### src/rtl/spi_flash_op_seq.sv
// rtl/spi_flash_op_seq.sv - Flash op sequencer driving an SPI flash master request port
// Expands one CPU op into WREN / main command / RDSR polling and reports done, data and timeouts.
module spi_flash_op_seq #(
   parameter int HS_TIMEOUT = 4096,
   parameter int POLL_MAX   = 65535
) (
   input  logic        clk,
   input  logic        rst_n,
   input  logic        op_valid,
   output logic        op_ready,
   input  logic [1:0]  op_code,
   input  logic [31:0] op_addr,
   input  logic [31:0] op_wdata,
   output logic [31:0] op_rdata,
   output logic        op_done,
   output logic        op_error,
   output logic [31:0] spi_data_in,
   output logic [31:0] spi_address,
   output logic [7:0]  spi_command,
   output logic [2:0]  spi_commtype,
   output logic [6:0]  spi_nmiso,
   output logic [3:0]  spi_dummy,
   output logic        spi_valid,
   input  logic        spi_tready,
   input  logic [31:0] spi_data_out
);

   localparam int HS_W = $clog2(HS_TIMEOUT + 1);
   localparam int PW   = $clog2(POLL_MAX + 1);

   localparam logic [1:0] OP_READ  = 2'd0;
   localparam logic [1:0] OP_PROG  = 2'd1;
   localparam logic [1:0] OP_ERASE = 2'd2;
   localparam logic [1:0] OP_RDSR  = 2'd3;

   typedef enum logic [2:0] {S_IDLE, S_SEND, S_BUSY, S_EVAL, S_RESP} state_t;
   typedef enum logic [1:0] {STEP_WREN, STEP_MAIN, STEP_POLL} step_t;

   state_t            r_state;
   step_t             r_step;
   logic [1:0]        r_code;
   logic [23:0]       r_addr;
   logic [31:0]       r_wdata;
   logic [31:0]       r_cap;
   logic [HS_W-1:0]   r_hs_cnt;
   logic [PW-1:0]     r_poll_cnt;
   logic              r_seen_idle;
   logic              r_spi_valid;
   logic [7:0]        r_spi_command;
   logic [2:0]        r_spi_commtype;
   logic [6:0]        r_spi_nmiso;
   logic [31:0]       r_spi_address;
   logic [31:0]       r_spi_data_in;
   logic [31:0]       r_op_rdata;
   logic              r_op_done;
   logic              r_op_error;

   step_t             w_lstep;
   logic [1:0]        w_lcode;
   logic [23:0]       w_laddr;
   logic [31:0]       w_lwdata;
   logic [7:0]        w_lcmd;
   logic [2:0]        w_ltype;
   logic [6:0]        w_lnmiso;
   logic              w_main_addr;
   logic              w_is_pgm;
   logic              w_wip;
   logic              w_launch;
   logic              w_hs_expired;
   logic              w_unused;

   // {command, commtype, nmiso_bits} for a step of the given op
   function automatic logic [17:0] step_fmt(input step_t s, input logic [1:0] c);
      logic [17:0] f;
      f = {8'h05, 3'b001, 7'd8};
      if (s == STEP_WREN) begin
         f = {8'h06, 3'b000, 7'd0};
      end else if (s == STEP_MAIN) begin
         case (c)
            OP_READ:  f = {8'h03, 3'b010, 7'd32};
            OP_PROG:  f = {8'h02, 3'b100, 7'd0};
            OP_ERASE: f = {8'h20, 3'b101, 7'd0};
            default:  f = {8'h05, 3'b001, 7'd8};
         endcase
      end
      return f;
   endfunction

   always_comb begin
      w_lcode  = r_code;
      w_laddr  = r_addr;
      w_lwdata = r_wdata;
      w_lstep  = (r_step == STEP_WREN) ? STEP_MAIN : STEP_POLL;
      if (r_state == S_IDLE) begin
         w_lcode  = op_code;
         w_laddr  = op_addr[23:0];
         w_lwdata = op_wdata;
         w_lstep  = (op_code == OP_PROG || op_code == OP_ERASE) ? STEP_WREN : STEP_MAIN;
      end
      {w_lcmd, w_ltype, w_lnmiso} = step_fmt(w_lstep, w_lcode);
      w_main_addr  = (w_lstep == STEP_MAIN) && (w_lcode != OP_RDSR);
      w_is_pgm     = (r_code == OP_PROG) || (r_code == OP_ERASE);
      w_wip        = r_cap[24];
      w_hs_expired = (r_hs_cnt == HS_W'(HS_TIMEOUT - 1));
      w_launch = 1'b0;
      if (r_state == S_IDLE) begin
         w_launch = op_valid;
      end else if (r_state == S_EVAL) begin
         case (r_step)
            STEP_WREN: w_launch = 1'b1;
            STEP_MAIN: w_launch = w_is_pgm;
            default:   w_launch = w_wip && (r_poll_cnt != PW'(POLL_MAX));
         endcase
      end
   end

   assign w_unused = &{1'b0, op_addr[31:24]};

   always_ff @(posedge clk or negedge rst_n) begin
      if (!rst_n) begin
         r_state        <= S_IDLE;
         r_step         <= STEP_WREN;
         r_code         <= '0;
         r_addr         <= '0;
         r_wdata        <= '0;
         r_cap          <= '0;
         r_hs_cnt       <= '0;
         r_poll_cnt     <= '0;
         r_seen_idle    <= 1'b0;
         r_spi_valid    <= 1'b0;
         r_spi_command  <= '0;
         r_spi_commtype <= '0;
         r_spi_nmiso    <= '0;
         r_spi_address  <= '0;
         r_spi_data_in  <= '0;
         r_op_rdata     <= '0;
         r_op_done      <= 1'b0;
         r_op_error     <= 1'b0;
      end else begin
         r_op_done  <= 1'b0;
         r_op_error <= 1'b0;
         if (w_launch) begin
            r_state        <= S_SEND;
            r_step         <= w_lstep;
            r_code         <= w_lcode;
            r_addr         <= w_laddr;
            r_wdata        <= w_lwdata;
            r_spi_valid    <= 1'b1;
            r_spi_command  <= w_lcmd;
            r_spi_commtype <= w_ltype;
            r_spi_nmiso    <= w_lnmiso;
            r_spi_address  <= w_main_addr ? {8'h00, w_laddr} : 32'h0;
            r_spi_data_in  <= (w_lstep == STEP_MAIN && w_lcode == OP_PROG) ? w_lwdata : 32'h0;
            r_hs_cnt       <= '0;
            r_seen_idle    <= 1'b0;
            if (w_lstep == STEP_POLL)
               r_poll_cnt <= (r_step == STEP_POLL) ? r_poll_cnt + PW'(1) : PW'(1);
         end else begin
            case (r_state)
               S_SEND: begin
                  // Only a tready fall seen after tready=1 counts, so a master still busy
                  // from an aborted op is not mistaken for an accept.
                  if (spi_tready)
                     r_seen_idle <= 1'b1;
                  if (r_seen_idle && !spi_tready) begin
                     r_state     <= S_BUSY;
                     r_spi_valid <= 1'b0;
                     r_hs_cnt    <= '0;
                  end else if (w_hs_expired) begin
                     r_state     <= S_IDLE;
                     r_spi_valid <= 1'b0;
                     r_op_done   <= 1'b1;
                     r_op_error  <= 1'b1;
                  end else begin
                     r_hs_cnt <= r_hs_cnt + HS_W'(1);
                  end
               end
               S_BUSY: begin
                  if (spi_tready) begin
                     r_cap   <= spi_data_out;
                     r_state <= S_EVAL;
                  end else if (w_hs_expired) begin
                     r_state    <= S_IDLE;
                     r_op_done  <= 1'b1;
                     r_op_error <= 1'b1;
                  end else begin
                     r_hs_cnt <= r_hs_cnt + HS_W'(1);
                  end
               end
               S_EVAL: begin
                  if (r_step == STEP_POLL && w_wip) begin
                     r_state    <= S_IDLE;
                     r_op_done  <= 1'b1;
                     r_op_error <= 1'b1;
                  end else begin
                     r_state   <= S_RESP;
                     r_op_done <= 1'b1;
                     if (r_code == OP_READ)
                        r_op_rdata <= r_cap;
                     else if (r_code == OP_RDSR)
                        r_op_rdata <= {24'h0, r_cap[31:24]};
                  end
               end
               S_RESP:  r_state <= S_IDLE;
               default: r_state <= S_IDLE;
            endcase
         end
      end
   end

   assign op_ready     = (r_state == S_IDLE);
   assign op_rdata     = r_op_rdata;
   assign op_done      = r_op_done;
   assign op_error     = r_op_error;
   assign spi_data_in  = r_spi_data_in;
   assign spi_address  = r_spi_address;
   assign spi_command  = r_spi_command;
   assign spi_commtype = r_spi_commtype;
   assign spi_nmiso    = r_spi_nmiso;
   assign spi_dummy    = 4'd0;
   assign spi_valid    = r_spi_valid;

endmodule
### config.mk
export PLATFORM = sky130hd
export DESIGN_NAME = spi_flash_op_seq
export DESIGN_NICKNAME = d
export VERILOG_FILES = /design/src/rtl/spi_flash_op_seq.sv
export SDC_FILE = /design/constraint.sdc
export NUM_CORES = 1
export LEC_CHECK = 0
export CAP_MARGIN = 10
export CORE_MARGIN = 2
export CORE_UTILIZATION = 30
export DETAILED_ROUTE_END_ITERATION = 8
export PLACE_DENSITY = 0.58
export SYNTH_ARGS = -nofsm -noshare
export SYNTH_HDL_FRONTEND = slang
export SYNTH_SLANG_ARGS = --single-unit
### constraint.sdc
create_clock -name clk -period 3.3 [get_ports clk]
set_clock_uncertainty 0.1 [all_clocks]
set_input_delay 0.495 -clock clk [delete_from_list [all_inputs] [get_ports clk]]
set_output_delay 0.495 -clock clk [all_outputs]
set_load 0.01 [all_outputs]
==> reports/summary.txt <==
DIE HEIGHT: 192 um
Share of synthesized area spent on multiplexers: 20.2%
Number of gates given a new drive strength after cts: 0
Hold crit path type: reg -> reg
Wire length of the first global-routing pass: 43,700 um
Site Rows: 68
Floorplan die width: 192 um
CTS tree: yes
XOR/XNOR share of the synthesized area: 0.0823%
Met3 Wirelength: 2370 um
Final Max Tran Viols: 0
Dpl hpwl: 17,700 um
Detailed-route wire length on metal 1: 11,400 um
Number of storage elements in the synthesis netlist: 224
Required time at the endpoint of the critical path: 2.70 ns
Critical path type: reg -> out
Starting Density: 30.6%
H-tree depth reported by CTS: 1
Top layer in use: met5
Post-route clock period utilization: 89.7%
Via count of the first global-routing pass: 7,937
Min Tclk post-route: 2.96 ns
Maximum number of buffers from clock root to sink: 3
Post-synth EDFFs: 0
Design Power: 0.0122 W
GP Congestion: 0.768
Rel. slew slack: 45.2%
Largest family of logic cells by synthesized area: multiplexers
Startpoint of the tightest hold check path: spi_valid$_DFFE_PN0P_
Achievable Freq: 338 MHz
Vias per inst: 4.87
Peak ir drop on the vdd network: 681 uV
Adder-cell share of the synthesized area: 0.823%
Number of routed nets with antenna violations: 0
CP Max Fanout: 15
Post-detailed-routing wire length: 27,000 um
Total met2 wirelength after detailed routing: 12,800 um
Core Area: 34,700 sq um
Final Hold Fails: 0
Logic depth of the worst register-to-register path: 7
Crit path capture type: output port
Basic-gate share of the synthesized area counting and, or, nand and nor cells: 10.8%
RSZ-0062 raised after global routing: no
DRC violations left: 0
Filler Cell Count: 3,371
Pin slew with the least headroom to its limit: 0.822 ns
Largest net degree at the start of global routing: 84
Launching point of the worst reg2reg path: r_poll_cnt[0]$_DFFE_PN0P_
Dominant synthesized flop cell: dfrtp_1
I/O Buffers: 194
First-iteration detailed-routing DRC count: 359
Synth-to-layout area growth: 31.3%
Total number of vias: 7,709
Total grt overflow: 0
Drt first pass iters: 4
Core utilization of the finished layout: 40.2%
Number of standard cells after synthesis: 921
Clock latency reported for the late side of the worst-skew pair: 0.55 ns
Top-level port count: 224
Min-Delay Path Depth: 2
Overall die area: 37,000 sq um
Total power per unit cell area: 875 nW/um^2
WL/cell: 17.1 um
Post-synthesis async set-or-reset flop share: 100%
Smallest hold slack: 0.388 ns
Hold path endpoint: spi_valid$_DFFE_PN0P_
Nature of the critical path startpoint: flop
GRT Resource Usage Total: 14.7%
Endpoint of the worst-slack reg-to-reg timing path: r_hs_cnt[0]$_DFFE_PN0P_
Clock net sink count: 224
Sequential share of the synthesized area: 52.7%
Status: finished, final reports clean
Synth Area in Compound Gates: 9.37%
Number of CTS-inserted buffers: 27
Post-placement cell count: 1,531
WP data arrival: 2.37 ns
Count of final setup violators: 0
Maximum Capacitance Violations: 0
Startpoint of the most critical setup path: r_state[2]$_DFF_PN0_
CTS Root Cell: clkbuf_16
Leakage Power: 6.08 nW
Net count, final: 1,215
CTS clk-pin slew, worst paths: 0.06 ns
Setup TNS: 0 ns
Summed instance area of the synthesized netlist: 10,600 sq um
Post-synthesis average cell area: 11.6 sq um
Finished Layout Cells: 1,583
Setup slack of the most critical reg-to-reg path: 0.56 ns
Antenna violations before repair: 2
Count of warnings emitted by yosys: 0
Library cells used by synthesis: 58
Share of cells above drive strength 1: 17.7%
==> registers in the layout, summed over array words and instances (netlist names) <==
| signal | flops |
|---|---|
| op_rdata | 32 |
| r_cap | 32 |
| r_wdata | 32 |
| spi_data_in | 32 |
| r_addr | 24 |
| spi_address | 24 |
| r_poll_cnt | 16 |
| r_hs_cnt | 13 |
| spi_command | 4 |
| r_state | 3 |
| spi_commtype | 3 |
| r_code | 2 |
| r_step | 2 |
| op_done | 1 |
| op_error | 1 |
| r_seen_idle | 1 |
| spi_nmiso | 1 |
| spi_valid | 1 |
==> routing by layer <==
metal / global-route usage (%) / vias to the layer above
li1: - / 3661
met1: 18.4 / 3810
met2: 24.2 / 200
met3: 5.27 / 36
met4: 3.17 / 2
met5: 0 / -
==> per-stage QoR <==
step	instance area, sq um	setup WS (ns)
after global placement	13000	0.625
final	14000	0.339
after floorplan	10700	0.859
after detailed placement	13000	0.579
after CTS	14000	0.302
after global routing	14000	0.245
==> layout by cell type (no fill, tap or decap), types with 4 or more instances in the layout <==
cell type        Yosys  routed
a21o_1               6       6
a21oi_1             24      24
a31oi_1             10      10
and2_1               7       5
and3_1               6       6
and4_1               5       5
buf_12               0       5
buf_4               25      25
clkbuf_16            0      27
clkbuf_8             0       8
clkdlybuf4s50_1      0     193
clkinv_2             0       7
conb_1               1      21
dfrtp_1            224     224
ha_1                 7       7
inv_1               37      37
mux2_2             102     102
mux2_4               6       6
mux2i_1             91      91
nand2_1             54      53
nand2b_1             4       4
nand3_1             97      97
nand3b_1             7       7
nand4_1              9       9
nor2_1               8       8
nor2b_1              4       4
nor3_1               7       7
o2111ai_1            4       4
o21ai_0             13      13
o31ai_1             57      57
==> worst max-delay path by stage <==
stage	cells past startpoint	slack [ns]	to
global route	3	0.25	op_ready
global placement	7	0.63	r_hs_cnt[5]$_DFFE_PN0P_
floorplan	11	0.86	spi_command[0]$_DFFE_PN0N_
CTS	3	0.30	op_ready
detailed placement	7	0.58	r_hs_cnt[0]$_DFFE_PN0P_
finish	3	0.34	op_ready
==> critical path: stages, from the launching register on <==
cell and delay (ns):
dfrtp_1 0.54, or3_4 0.49, clkinv_2 0.15, clkdlybuf4s50_1 0.65
==> synthesized netlist by cell type, types with 7 or more instances <==
cell type	instances	area, sq um
nand3_1	97	485
a31oi_1	10	62.6
and2_1	7	43.8
nor3_1	7	35.0
nor2_1	8	30.0
clkbuf_1	18	67.6
o31ai_1	57	428
buf_2	45	225
buf_4	25	188
nand2_1	54	203
ha_1	7	87.6
mux2_2	102	1150
nand4_1	9	56.3
dfrtp_1	224	5610
nand3b_1	7	52.6
a21oi_1	24	120
mux2i_1	91	911
inv_1	37	139
o21ai_0	13	65.1
==> final cells by class <==
class / instances / area [sq um] / area share (%)
diodes: 1 / 2.50 / 0.0179
clock buffers: 38 / 797 / 5.71
clock inverters: 12 / 113 / 0.806
inverters: 38 / 144 / 1.03
multi-input cells: 590 / 4490 / 32.2
flip-flops and latches: 224 / 5610 / 40.1
well taps: 455 / 569 / 4.08
repair buffers: 225 / 2240 / 16.1
==> power breakdown <==
group	internal, W	switching, W
Combinational	0.00242	0.00251
Sequential	0.00375	0.000567
Clock	0.00177	0.00121
==> logic make-up (layout without fill, tap and decap cells) <==
family,after synthesis,count (layout)
adder cells (fa/ha/maj),7,7
AND/OR/NAND/NOR,223,223
other,1,22
multiplexers,199,199
flip-flops,224,224
AO/OA/AOI/OAI,139,139
XOR/XNOR,1,1
buffers and inverters,127,313
==> repair_timing <==
action	CTS	global route
setup buffers	0	0
hold endpoints to repair	78	0
hold buffers	1	0
Power figures use the tool's default switching activity.
